$ cat src/rtl/game_pkg.sv
// Shared types and constants for the two-player LED ping-pong game controller.
package game_pkg;

    typedef enum logic [2:0] {
        ST_IDLE  = 3'd0,
        ST_SERVE = 3'd1,
        ST_FLY   = 3'd2,
        ST_SCORE = 3'd3,
        ST_OVER  = 3'd4
    } state_t;

    localparam logic [3:0] LED_CTRL_SCORE = 4'b1000;
    localparam logic [3:0] LED_CTRL_SERVE = 4'b0100;
    localparam logic [3:0] LED_CTRL_BALL  = 4'b0010;
    localparam logic [3:0] LED_CTRL_BLINK = 4'b0001;
    localparam logic [3:0] LED_CTRL_OFF   = 4'b0000;

    localparam logic [5:0] BALL_LEFT  = 6'b000001;
    localparam logic [5:0] BALL_RIGHT = 6'b100000;
    localparam logic [5:0] BALL_NONE  = 6'b000000;

    localparam logic DIR_LEFT  = 1'b0;
    localparam logic DIR_RIGHT = 1'b1;

    function automatic logic [3:0] led_for(input state_t st);
        case (st)
            ST_SERVE: led_for = LED_CTRL_SERVE;
            ST_FLY:   led_for = LED_CTRL_BALL;
            ST_SCORE: led_for = LED_CTRL_SCORE;
            ST_OVER:  led_for = LED_CTRL_BLINK;
            default:  led_for = LED_CTRL_OFF;
        endcase
    endfunction

endpackage

$ cat src/rtl/tick_gen.sv
// Game tick generator: counts 0..TICK_DIV and pulses tick on the last count.
module tick_gen #(
    parameter int TICK_DIV = 24_999_999
) (
    input  logic clk,
    input  logic rst_n,
    input  logic clr,
    output logic tick
);
    localparam int CNT_W = (TICK_DIV > 0) ? $clog2(TICK_DIV + 1) : 1;
    localparam logic [CNT_W-1:0] CNT_TOP = CNT_W'(TICK_DIV);

    logic [CNT_W-1:0] cnt_q, cnt_d;

    assign tick = (cnt_q == CNT_TOP);

    always_comb begin
        cnt_d = cnt_q + 1'b1;
        if (clr || tick) begin
            cnt_d = '0;
        end
    end

    always_ff @(posedge clk or negedge rst_n) begin
        if (!rst_n) begin
            cnt_q <= '0;
        end else begin
            cnt_q <= cnt_d;
        end
    end

endmodule

$ cat src/rtl/game_ctrl.sv
// Ping-pong game controller: serve, ball flight with hit windows, scoring and game over.
module game_ctrl
    import game_pkg::*;
#(
    parameter int TICK_DIV    = 24_999_999,
    parameter int SCORE_TICKS = 4,
    parameter int WIN_POINTS  = 3
) (
    input  logic       clk,
    input  logic       rst_n,
    input  logic       start,
    input  logic       btn_l,
    input  logic       btn_r,
    output logic       right,
    output logic [3:0] score,
    output logic [5:0] s,
    output logic [3:0] led_control
);
    localparam int SC_W = (SCORE_TICKS > 1) ? $clog2(SCORE_TICKS) : 1;
    localparam logic [SC_W-1:0] SC_LAST = SC_W'(SCORE_TICKS - 1);
    localparam logic [1:0] WIN = 2'(WIN_POINTS);

    state_t          state_q, state_d;
    logic            right_q, right_d;
    logic [3:0]      score_q, score_d;
    logic [5:0]      s_q, s_d;
    logic [3:0]      led_q, led_d;
    logic            dir_q, dir_d;
    logic [SC_W-1:0] sc_cnt_q, sc_cnt_d;

    logic tick;
    logic tick_clr;
    logic in_window;
    logic hit;

    function automatic logic [1:0] sat_inc(input logic [1:0] pts);
        sat_inc = (pts < WIN) ? pts + 2'd1 : pts;
    endfunction

    tick_gen #(
        .TICK_DIV(TICK_DIV)
    ) u_tick_gen (
        .clk  (clk),
        .rst_n(rst_n),
        .clr  (tick_clr),
        .tick (tick)
    );

    // The receiver is whoever the ball is travelling toward; only their end is a window.
    assign in_window = (dir_q == DIR_LEFT) ? s_q[0] : s_q[5];
    assign hit       = (dir_q == DIR_LEFT) ? btn_l : btn_r;

    always_comb begin
        state_d  = state_q;
        right_d  = right_q;
        score_d  = score_q;
        s_d      = s_q;
        dir_d    = dir_q;
        sc_cnt_d = sc_cnt_q;

        case (state_q)
            ST_IDLE, ST_OVER: begin
                if (start) begin
                    score_d = 4'b0000;
                    right_d = 1'b1;
                    state_d = ST_SERVE;
                end
            end
            ST_SERVE: begin
                if (right_q && btn_r) begin
                    s_d     = BALL_RIGHT;
                    dir_d   = DIR_LEFT;
                    state_d = ST_FLY;
                end else if (!right_q && btn_l) begin
                    s_d     = BALL_LEFT;
                    dir_d   = DIR_RIGHT;
                    state_d = ST_FLY;
                end
            end
            ST_FLY: begin
                if (in_window && hit) begin
                    // Ball stays at the end until the next tick, then leaves.
                    dir_d = ~dir_q;
                end else if (tick) begin
                    if (in_window) begin
                        if (dir_q == DIR_LEFT) begin
                            score_d[1:0] = sat_inc(score_q[1:0]);
                            right_d      = 1'b1;
                        end else begin
                            score_d[3:2] = sat_inc(score_q[3:2]);
                            right_d      = 1'b0;
                        end
                        s_d      = BALL_NONE;
                        sc_cnt_d = '0;
                        state_d  = ST_SCORE;
                    end else if (dir_q == DIR_LEFT) begin
                        s_d = s_q >> 1;
                    end else begin
                        s_d = s_q << 1;
                    end
                end
            end
            ST_SCORE: begin
                if (tick) begin
                    if (sc_cnt_q == SC_LAST) begin
                        state_d = (score_q[3:2] == WIN || score_q[1:0] == WIN) ? ST_OVER : ST_SERVE;
                    end else begin
                        sc_cnt_d = sc_cnt_q + 1'b1;
                    end
                end
            end
            default: begin
                state_d = ST_IDLE;
            end
        endcase

        led_d    = led_for(state_d);
        tick_clr = (state_d != state_q) && (state_d == ST_FLY || state_d == ST_SCORE);
    end

    always_ff @(posedge clk or negedge rst_n) begin
        if (!rst_n) begin
            state_q  <= ST_IDLE;
            right_q  <= 1'b1;
            score_q  <= 4'b0000;
            s_q      <= BALL_NONE;
            led_q    <= LED_CTRL_OFF;
            dir_q    <= DIR_LEFT;
            sc_cnt_q <= '0;
        end else begin
            state_q  <= state_d;
            right_q  <= right_d;
            score_q  <= score_d;
            s_q      <= s_d;
            led_q    <= led_d;
            dir_q    <= dir_d;
            sc_cnt_q <= sc_cnt_d;
        end
    end

    assign right       = right_q;
    assign score       = score_q;
    assign s           = s_q;
    assign led_control = led_q;

endmodule

$ cat config.mk
export PLATFORM = sky130hd
export DESIGN_NAME = game_ctrl
export DESIGN_NICKNAME = d
export VERILOG_FILES = /design/src/rtl/game_pkg.sv /design/src/rtl/tick_gen.sv /design/src/rtl/game_ctrl.sv
export SDC_FILE = /design/constraint.sdc
export NUM_CORES = 1
export LEC_CHECK = 0
export CORE_MARGIN = 1.5
export CORE_UTILIZATION = 58
export DETAILED_ROUTE_END_ITERATION = 7
export GPL_ROUTABILITY_DRIVEN = 1
export PLACE_DENSITY = 0.84
export SLEW_MARGIN = 20
export SYNTH_ARGS = -nofsm -noshare
export SYNTH_HDL_FRONTEND = slang
export SYNTH_HIERARCHICAL = 1
export SYNTH_SLANG_ARGS = --single-unit
$ cat constraint.sdc
create_clock -name clk -period 3.6 [get_ports clk]
set_clock_uncertainty 0.2 [all_clocks]
set_input_delay 0.72 -clock clk [delete_from_list [all_inputs] [get_ports clk]]
set_output_delay 0.72 -clock clk [all_outputs]
set_load 0.05 [all_outputs]
==> flow_summary.ini, run 1 <==
[clock_network]
tritoncts = done
clock_sinks = 46
cts_hold_buf = 0
cts-root-buf = clkbuf_8
cts_buffers = 5
cts_resized = 0
clockBufferDepth = 2
clock_latency_ns = 0.30
clk_pin_slew_worst_paths_ns = 0.09
cts-htree-levels = 2
post_cts_buffers = 0

[routing]
wire_per_inst_um = 15.80
via_per_inst = 6.203
ant_nets = 0
routed_wl_um = 4897
drt_iter0_drc = 226
drc_errors = 0
via_count = 1923
dr.pass1.iters = 4

[timing]
finalCritPeriodShare_pct = 89.71
hold_slack_ns = 0.2122
fin_crit_ns = 3.230
setup_tns_ns = 0
drv_slew = 0
worst_slew_pin_slew_ns = 0.9035
fmax_mhz = 309.6
finalWorstSetupSlack_ns = 0.3704
rsz0062_at_grt = false
timing.final.hold_violations = 0
setup-violations-final = 0
slew-limit-headroom_pct = 39.56

[synth]
ys.warnings.count = 6
synth_area_leaders = dfrtp_1 (46%), nor2_1 (3.3%), xnor2_1 (3.2%)
synthSimpleGateAreaFrac_pct = 22.72
synthesis.area_mm2 = 0.002472
synth-compound-area-share_pct = 15.74
yosys.area.top_type = dfrtp_1
syn_nets = 252
avgSynthCellArea_um2 = 10.22
synth_top_area_share_pct = 45.55
synth-seq-cells = 46
synth_top_family_by_area = simple AND/OR/NAND/NOR gates
synth_cell_type_count = 56
synth_edf_count = 0
synth_xor_area_share_pct = 4.251
seq_area_frac_synth_pct = 46.61
synth_fa_ha_area_share_pct = 2.530
synth_cells = 242
synthMuxAreaShare_pct = 3.543
synth_top_flop_cell = dfrtp_1
synthArstFlopShare_pct = 100.0

[power_and_ir_drop]
powerDensity_mw_per_mm2 = 331.5
ir_drop_uv = 282.1
leakagePower_nw = 1.217

[hold_path]
hold_class = primary input to async pin

[layout]
num-nets-final = 269
syn_to_final_growth_pct = 11.94
final_cell_mix = dfrtp_1 (45), nor2_1 (22), clkdlybuf4s50_1 (18)
drive_above_1_share_pct = 11.15
final_common_cell = dfrtp_1
n_antenna_cell = 0
fin_cells = 310

[placed_design]
pre_cts_ws_ns = 0.4255
port_buffers = 19
hpwlAfterDp_um = 3346
finalWeightedCongestion = 0.8429
dp_cells = 302

[setup_path]
crit_arrival_ns = 3.22
critical_path_class = flop to flop
path_max_fanout = 16
required_ns = 3.59
critPathCaptureType = flop
start_kind = flop
crit_start = u_tick_gen/cnt_q[0]$_DFF_PN0_
endpoint = u_tick_gen/cnt_q[10]$_DFF_PN0_
crit-reg2reg-launch = u_tick_gen/cnt_q[0]$_DFF_PN0_
r2r_end = u_tick_gen/cnt_q[10]$_DFF_PN0_
reg2regPathDepth = 11
r2r_slack_ns = 0.37

[global_route]
antenna_found_initial = 0
grt_max_degree = 47
grt_pass1_wl_um = 8362
grt_overflow = 0
grt_pass1_vias = 1807
grtUsageTotal_pct = 24.15

[floorplanning]
die_w_um = 68.29
rows = 23
core_area_mm2 = 0.004058
ios = 20
start_util_pct = 60.93
dieHeight_um = 68.29
dieArea_mm2 = 0.004664

[outcome]
status = completed

[run]
cap_violations = 0
per-layer routing:
layer	vias up	part of all wire (%)	GRT usage, %
met1	932	46	34.22
met3	10	4.7	4.770
met5	-	0	0
li1	922	-	-
met2	59	47	35.92
met4	0	2.0	10.50
worst min-delay path by stage:
stage / startpoint / endpoint / slack (ns) / depth (start not counted)
floorplan: rst_n / dir_q$_DFFE_PN0P_ / 0.22 / 0
global route: rst_n / u_tick_gen/cnt_q[20]$_DFF_PN0_ / 0.26 / 1
global placement: u_tick_gen/cnt_q[0]$_DFF_PN0_ / u_tick_gen/cnt_q[0]$_DFF_PN0_ / 0.27 / 1
finish: rst_n / u_tick_gen/cnt_q[19]$_DFF_PN0_ / 0.21 / 1
detailed placement: u_tick_gen/cnt_q[0]$_DFF_PN0_ / u_tick_gen/cnt_q[0]$_DFF_PN0_ / 0.29 / 1
CTS: u_tick_gen/cnt_q[0]$_DFF_PN0_ / u_tick_gen/cnt_q[0]$_DFF_PN0_ / 0.33 / 1
metrics by stage:
step | util, % | power, W | cell area (um2)
finish | 68.21 | 0.0009176 | 2768
global route | 68.21 | 0.0009507 | 2768
CTS | 68.15 | 0.0009230 | 2765
detailed placement | 65.43 | 0.0005661 | 2655
global placement | 65.43 | 0.0005654 | 2655
floorplan | - | 0.0005464 | 2472
synth_stat cells, types with 2 or more instances:
library cell   n
dfrtp_1       45
nor2_1        22
nand2_1       17
a21oi_1       13
inv_1         10
o21ai_0        9
xnor2_1        9
nand3_1        8
nor3_1         7
o31ai_1        7
or4_1          6
ha_1           5
mux2i_1        5
or3_1          5
buf_2          4
nand4_1        4
o2bb2ai_1      4
a31oi_1        3
and2_1         3
and3b_1        3
buf_6          3
or4_4          3
xor2_1         3
a21o_1         2
a21oi_2        2
a22o_1         2
a41oi_1        2
and3_1         2
buf_4          2
mux2_2         2
nand3b_1       2
nor3b_1        2
nor3b_2        2
nor4_1         2
registers in the layout (all words and copies together) (netlist names):
signal and cells:
u_tick_gen/cnt_q 25, s 6, led_control 4, score 4, state_q 3, sc_cnt_q 2
dir_q 1, right 1
layout make-up:
cell class	instances	area (um2)
multi-input cells	175	1206
well taps	50	62.56
fillers	306	1290
repair buffers	20	195.2
clock buffers	8	110.1
flip-flops and latches	46	1152
inverters	11	41.29
report_power, final:
group | internal (W) | switching (W) | leakage [nW] | total [W]
clock network | 0.000194 | 0.000168 | 0.0575 | 0.000362
logic | 0.0000109 | 0.0000229 | 0.572 | 0.0000337
registers | 0.000519 | 0.00000276 | 0.587 | 0.000522
total | 0.000724 | 0.000194 | 1.22 | 0.000918
cell families (layout without fill, tap and decap cells):
kind of cell | count (synthesis) | in the layout
muxes | 8 | 8
and+or+nand+nor | 96 | 96
xor gates and xnor gates | 12 | 12
adders and majority gates | 5 | 5
DFF | 46 | 46
AOI/OAI and AO/OA | 54 | 54
buffers and inverters | 21 | 39
critical path: stages (launching register included):
cell      delay [ns]
dfrtp_1         0.43
ha_1            0.24
nand3_1         0.12
or2_2           0.37
nor4_1          0.48
and4bb_2        0.33
o21a_2          0.23
nand2b_1        0.12
inv_1           0.06
o41ai_4         0.15
buf_4           0.32
nor2_1          0.08
Note: power is estimated with default switching activity, not from simulation.
==> inputs of run 2 (changes only) <==
- CORE_UTILIZATION: 58 -> 60
- PLACE_DENSITY: 0.84 -> 0.86
- clock period: 3.6 -> 4 ns (I/O delays scaled with it)
==> run 2 against run 1 <==
Combinational power shrank 10%; total power down 13%; wire length fell by 3.0%; critical path depth unchanged; sequential power fell by 10%; sequential share of layout area rose by 0.23 points.
==> flow_summary.ini, run 2 (synthesis gave the netlist of run 1 again) <==
[setup_path]
required_ns = 3.99
reg2regPathDepth = 11
start_kind = flop
crit_buf_inv = 2
critical_path_class = flop to flop
critPathCaptureType = flop
r2r_end = u_tick_gen/cnt_q[2]$_DFF_PN0_
slowest_delay_ns = 0.50
r2r_slack_ns = 0.84
crit_arrival_ns = 3.14
crit-reg2reg-launch = u_tick_gen/cnt_q[0]$_DFF_PN0_
cpMaxStageDelayCell = nor4_1
path_max_fanout = 25
worstPathCellList = ha_1 -> nand3_1 -> or2_2 -> nor4_1 -> and4bb_2 -> o21a_2 -> nand2b_1 -> inv_1 -> o41ai_4 -> buf_4 -> nor2_1
critPathTopFamily = simple AND/OR/NAND/NOR gates

[clock_network]
clock_latency_ns = 0.30
cts_hold_buf = 0
cts-htree-levels = 2
clk_pin_slew_worst_paths_ns = 0.09
clockBufferDepth = 2
cts_resized = 0
cts-root-buf = clkbuf_8
post_cts_buffers = 0
tritoncts = done
clock_sinks = 46
cts_buffers = 5

[global_route]
antenna_found_initial = 0
grt_max_degree = 47
grt.met2_usage_pct = 34.90
grt_pass1_vias = 1715
grt_overflow = 0
use_met1_pct = 32.97
grt_pass1_wl_um = 7997
gr-max-usage-layer = met2
grtUsageTotal_pct = 23.57
gr-usage-met3_pct = 6.167

[power_and_ir_drop]
ir_drop_uv = 256.3
combPwrFrac_pct = 3.8
p_sw_share_pct = 22.92
clockPowerShare_pct = 37.4
p_seq_share_pct = 58.8
intPower_w = 0.0006158
leakagePower_nw = 1.206
powerDensity_mw_per_mm2 = 290.2
p_sw_w = 0.0001831

[run]
cap_violations = 0

[floorplanning]
ios = 20
die_w_um = 67.19
dieArea_mm2 = 0.004515
dieHeight_um = 67.19
core_area_mm2 = 0.003971
start_util_pct = 62.26
rows = 23

[timing]
finalCritPeriodShare_pct = 78.90
rsz0062_at_grt = false
fmax_mhz = 316.9
worst_slew_pin_slew_ns = 0.6482
setup_tns_ns = 0
drv_slew = 0
setup-violations-final = 0
slew-limit-headroom_pct = 56.46
fin_crit_ns = 3.156
timing.final.hold_violations = 0

[routing]
routed_wl_um = 4750
drt_iter0_drc = 138
drc_errors = 0
wire_per_inst_um = 15.32
dr.pass1.iters = 4
ant_nets = 0
via_per_inst = 6.048
via_count = 1875

[layout]
fin_cells = 310
num-nets-final = 269
final_cell_mix = dfrtp_1 (45), nor2_1 (22), clkdlybuf4s50_1 (18)
largest_reg_flops = 25
regMostFlops = u_tick_gen/cnt_q
syn_to_final_growth_pct = 11.34
n_antenna_cell = 0
final_common_cell = dfrtp_1
drive_above_1_share_pct = 11.15

[placed_design]
port_buffers = 19
hpwlAfterDp_um = 3227
dp_cells = 302
finalWeightedCongestion = 0.8129

[hold_path]
hold_class = primary input to async pin

[outcome]
status = completed
run 2: worst max path at each step:
stage / start / end / slack, ns / depth (start not counted)
2_1_floorplan: u_tick_gen/cnt_q[0]$_DFF_PN0_ / u_tick_gen/cnt_q[2]$_DFF_PN0_ / 1.19 / 11
5_1_grt: u_tick_gen/cnt_q[0]$_DFF_PN0_ / u_tick_gen/cnt_q[9]$_DFF_PN0_ / 0.67 / 11
3_5_place_dp: u_tick_gen/cnt_q[0]$_DFF_PN0_ / u_tick_gen/cnt_q[11]$_DFF_PN0_ / 0.87 / 11
3_3_place_gp: u_tick_gen/cnt_q[0]$_DFF_PN0_ / u_tick_gen/cnt_q[6]$_DFF_PN0_ / 1.0 / 11
6_report: u_tick_gen/cnt_q[0]$_DFF_PN0_ / u_tick_gen/cnt_q[2]$_DFF_PN0_ / 0.84 / 11
4_1_cts: u_tick_gen/cnt_q[0]$_DFF_PN0_ / u_tick_gen/cnt_q[2]$_DFF_PN0_ / 0.84 / 11
run 2: layout make-up:
type                    instances  area (um2)
clock buffers                   6       82.58
clock inverters                 2       12.51
fillers                       298        1219
inverters                      11       41.29
multi-input cells             175        1206
flip-flops and latches         46        1152
well taps                      50       62.56
repair buffers                 20       195.2
run 2: through the flow:
stage	worst slack [ns]	area, um2	hold slack, ns	util (%)	total power [W]
CTS	0.8447	2750	0.3076	69.25	0.0008023
global placement	0.9951	2655	0.2632	66.86	0.0005091
finish	0.8440	2753	0.2789	69.31	0.0007989
floorplan	1.193	2472	0.2535	-	0.0004917
global route	0.6741	2753	0.3072	69.31	0.0008264
detailed placement	0.8691	2655	0.2960	66.86	0.0005093
run 2: power groups by stage:
stage | clock network, W | logic, W | registers, W
after detailed placement | 0 | 0.0000304 | 0.000479
after global placement | 0 | 0.0000303 | 0.000479
after CTS | 0.000302 | 0.0000305 | 0.000470
after global routing | 0.000322 | 0.0000341 | 0.000470
final | 0.000299 | 0.0000303 | 0.000470
after floorplan | 0 | 0.00000860 | 0.000483
run 2: layer usage:
| metal | up-vias | routed length [um] |
|---|---|---|
| met3 | 9 | 225 |
| met2 | 42 | 2206 |
| met5 | - | 0 |
| li1 | 915 | - |
| met1 | 909 | 2224 |
| met4 | 0 | 95 |
run 2: worst register-to-register path: cells and delay by family (launching register included):
kind / cells / cell delay (ns)
simple gates: 6 / 1.54
flops: 1 / 0.40
buf+inv: 2 / 0.39
compound gates: 2 / 0.28
fa+ha+maj: 1 / 0.23
==> inputs of run 3 (changes only) <==
- CORE_UTILIZATION: 60 -> 58
- PLACE_DENSITY: 0.86 -> 0.84
- clock period: 4 -> 3.3 ns (I/O delays scaled with it)
==> run 3 against run 2 <==
Fmax is 3.5% higher; first-iteration DRC count is 24% higher; non-clock buffer count is 1 higher; sequential power is 21% higher; cell count is 0.32% higher; combinational power is 21% higher; worst hold slack worse by 0.13 ns; critical path type unchanged; critical endpoint is now u_tick_gen/cnt_q[11]$_DFF_PN0_; largest cell class unchanged; largest power group unchanged.
==> flow_summary.ini, run 3 (synthesis gave the netlist of run 1 again) <==
[outcome]
status = completed

[floorplanning]
die_w_um = 68.29
dieHeight_um = 68.29
start_util_pct = 60.93
ios = 20
rows = 23
dieArea_mm2 = 0.004664
core_area_mm2 = 0.004058

[routing]
via_per_inst = 6.119
ant_nets = 0
drt_iter0_drc = 171
via_count = 1903
dr.pass1.iters = 4
routed_wl_um = 4743
drc_errors = 0
wire_per_inst_um = 15.25

[global_route]
grtUsageTotal_pct = 22.46
grt_pass1_wl_um = 7659
grt_max_degree = 47
antenna_found_initial = 0
grt_overflow = 0
grt_pass1_vias = 1689

[clock_network]
cts-root-buf = clkbuf_8
tritoncts = done
clock_sinks = 46
clock_latency_ns = 0.30
post_cts_buffers = 0
cts-htree-levels = 2
cts_resized = 0
clockBufferDepth = 2
cts_hold_buf = 0
clk_pin_slew_worst_paths_ns = 0.08
cts_buffers = 5

[setup_path]
reg2regPathDepth = 11
start_kind = flop
critPathTopFamily = simple AND/OR/NAND/NOR gates
critical_path_class = flop to flop
r2r_slack_ns = 0.25
slowest_delay_ns = 0.41
cpMaxStageDelayCell = dfrtp_1
path_max_fanout = 20
r2r_end = u_tick_gen/cnt_q[11]$_DFF_PN0_
critPathCaptureType = flop
required_ns = 3.29
crit_arrival_ns = 3.04
crit-reg2reg-launch = u_tick_gen/cnt_q[0]$_DFF_PN0_
worstPathCellList = ha_1 -> nand3_1 -> or2_2 -> nor4_1 -> and4bb_2 -> o21a_2 -> nand2b_1 -> inv_1 -> o41ai_4 -> buf_4 -> nor2_1
crit_buf_inv = 2

[layout]
largest_reg_flops = 25
drive_above_1_share_pct = 10.73
regMostFlops = u_tick_gen/cnt_q
syn_to_final_growth_pct = 12.10
final_common_cell = dfrtp_1
n_antenna_cell = 0
final_cell_mix = dfrtp_1 (45), nor2_1 (22), clkdlybuf4s50_1 (18)
num-nets-final = 270
postLayoutCoreUtil_pct = 68.30

[placed_design]
hpwlAfterDp_um = 3242
port_buffers = 19
finalWeightedCongestion = 0.8619

[timing]
setup-violations-final = 0
slew-limit-headroom_pct = 27.58
setup_tns_ns = 0
timing.final.hold_violations = 0
drv_slew = 0
fmax_mhz = 327.9
finalCritPeriodShare_pct = 92.41
worst_slew_pin_slew_ns = 1.083
rsz0062_at_grt = false
fin_crit_ns = 3.050

[hold_path]
hold_class = primary input to async pin

[power_and_ir_drop]
leakagePower_nw = 1.217
powerDensity_mw_per_mm2 = 366.0
ir_drop_uv = 409.7

[run]
cap_violations = 0
-- run 3: cell count changes in the layout (fill, tap and decap cells not counted), sizes merged --
cell	previous run	this run
clkbuf	6	7
buf	2	3
bufinv	0	1
clkinv	1	0
clkinvlp	1	0
-- run 3: where the power goes --
group / internal (W) / leakage, nW / switching (W)
sequential: 0.000566 / 0.587 / 0.00000295
clock: 0.000227 / 0.0524 / 0.000182
combinational: 0.0000119 / 0.578 / 0.0000247
-- run 3: worst max path at each step --
stage               slack, ns                              to  cells after the start                     startpoint
finish                   0.25  u_tick_gen/cnt_q[11]$_DFF_PN0_                     11  u_tick_gen/cnt_q[0]$_DFF_PN0_
detailed placement       0.27  u_tick_gen/cnt_q[11]$_DFF_PN0_                     11  u_tick_gen/cnt_q[0]$_DFF_PN0_
global placement         0.38  u_tick_gen/cnt_q[10]$_DFF_PN0_                     11  u_tick_gen/cnt_q[0]$_DFF_PN0_
global route            0.002  u_tick_gen/cnt_q[11]$_DFF_PN0_                     11  u_tick_gen/cnt_q[0]$_DFF_PN0_
CTS                      0.23  u_tick_gen/cnt_q[11]$_DFF_PN0_                     11  u_tick_gen/cnt_q[0]$_DFF_PN0_
floorplan                0.49   u_tick_gen/cnt_q[2]$_DFF_PN0_                     11  u_tick_gen/cnt_q[0]$_DFF_PN0_
-- run 3: per-layer routing --
layer	part of all wire, %	GRT usage, %	wire [um]	vias to the layer above
met3	4.6	6.579	219	10
met1	48	29.57	2260	927
li1	-	-	-	921
met4	1.9	9.500	88	0
met5	0	0	0	-
met2	46	34.47	2174	45
-- run 3: layout make-up --
type | count | area [um2]
fill | 307 | 1286
multi-input combinational | 175 | 1206
sequential | 46 | 1152
timing repair buffer | 21 | 202.7
clock buffer | 7 | 76.32
tap | 50 | 62.56
inverter | 11 | 41.29
clock inverter | 1 | 30.03
-- run 3: metrics by stage --
| stage | hold WS [ns] | cells | cell area (um2) | worst slack (ns) | power (W) |
|---|---|---|---|---|---|
| floorplan | 0.1644 | 242 | 2472 | 0.4931 | 0.0005960 |
| global placement | 0.2621 | 303 | 2663 | 0.3810 | 0.0006168 |
| detailed placement | 0.2834 | 303 | 2663 | 0.2666 | 0.0006175 |
| CTS | 0.2950 | 311 | 2769 | 0.2257 | 0.001025 |
| global route | 0.1848 | 311 | 2771 | 0.001613 | 0.001054 |
| finish | 0.1510 | 311 | 2771 | 0.2503 | 0.001014 |
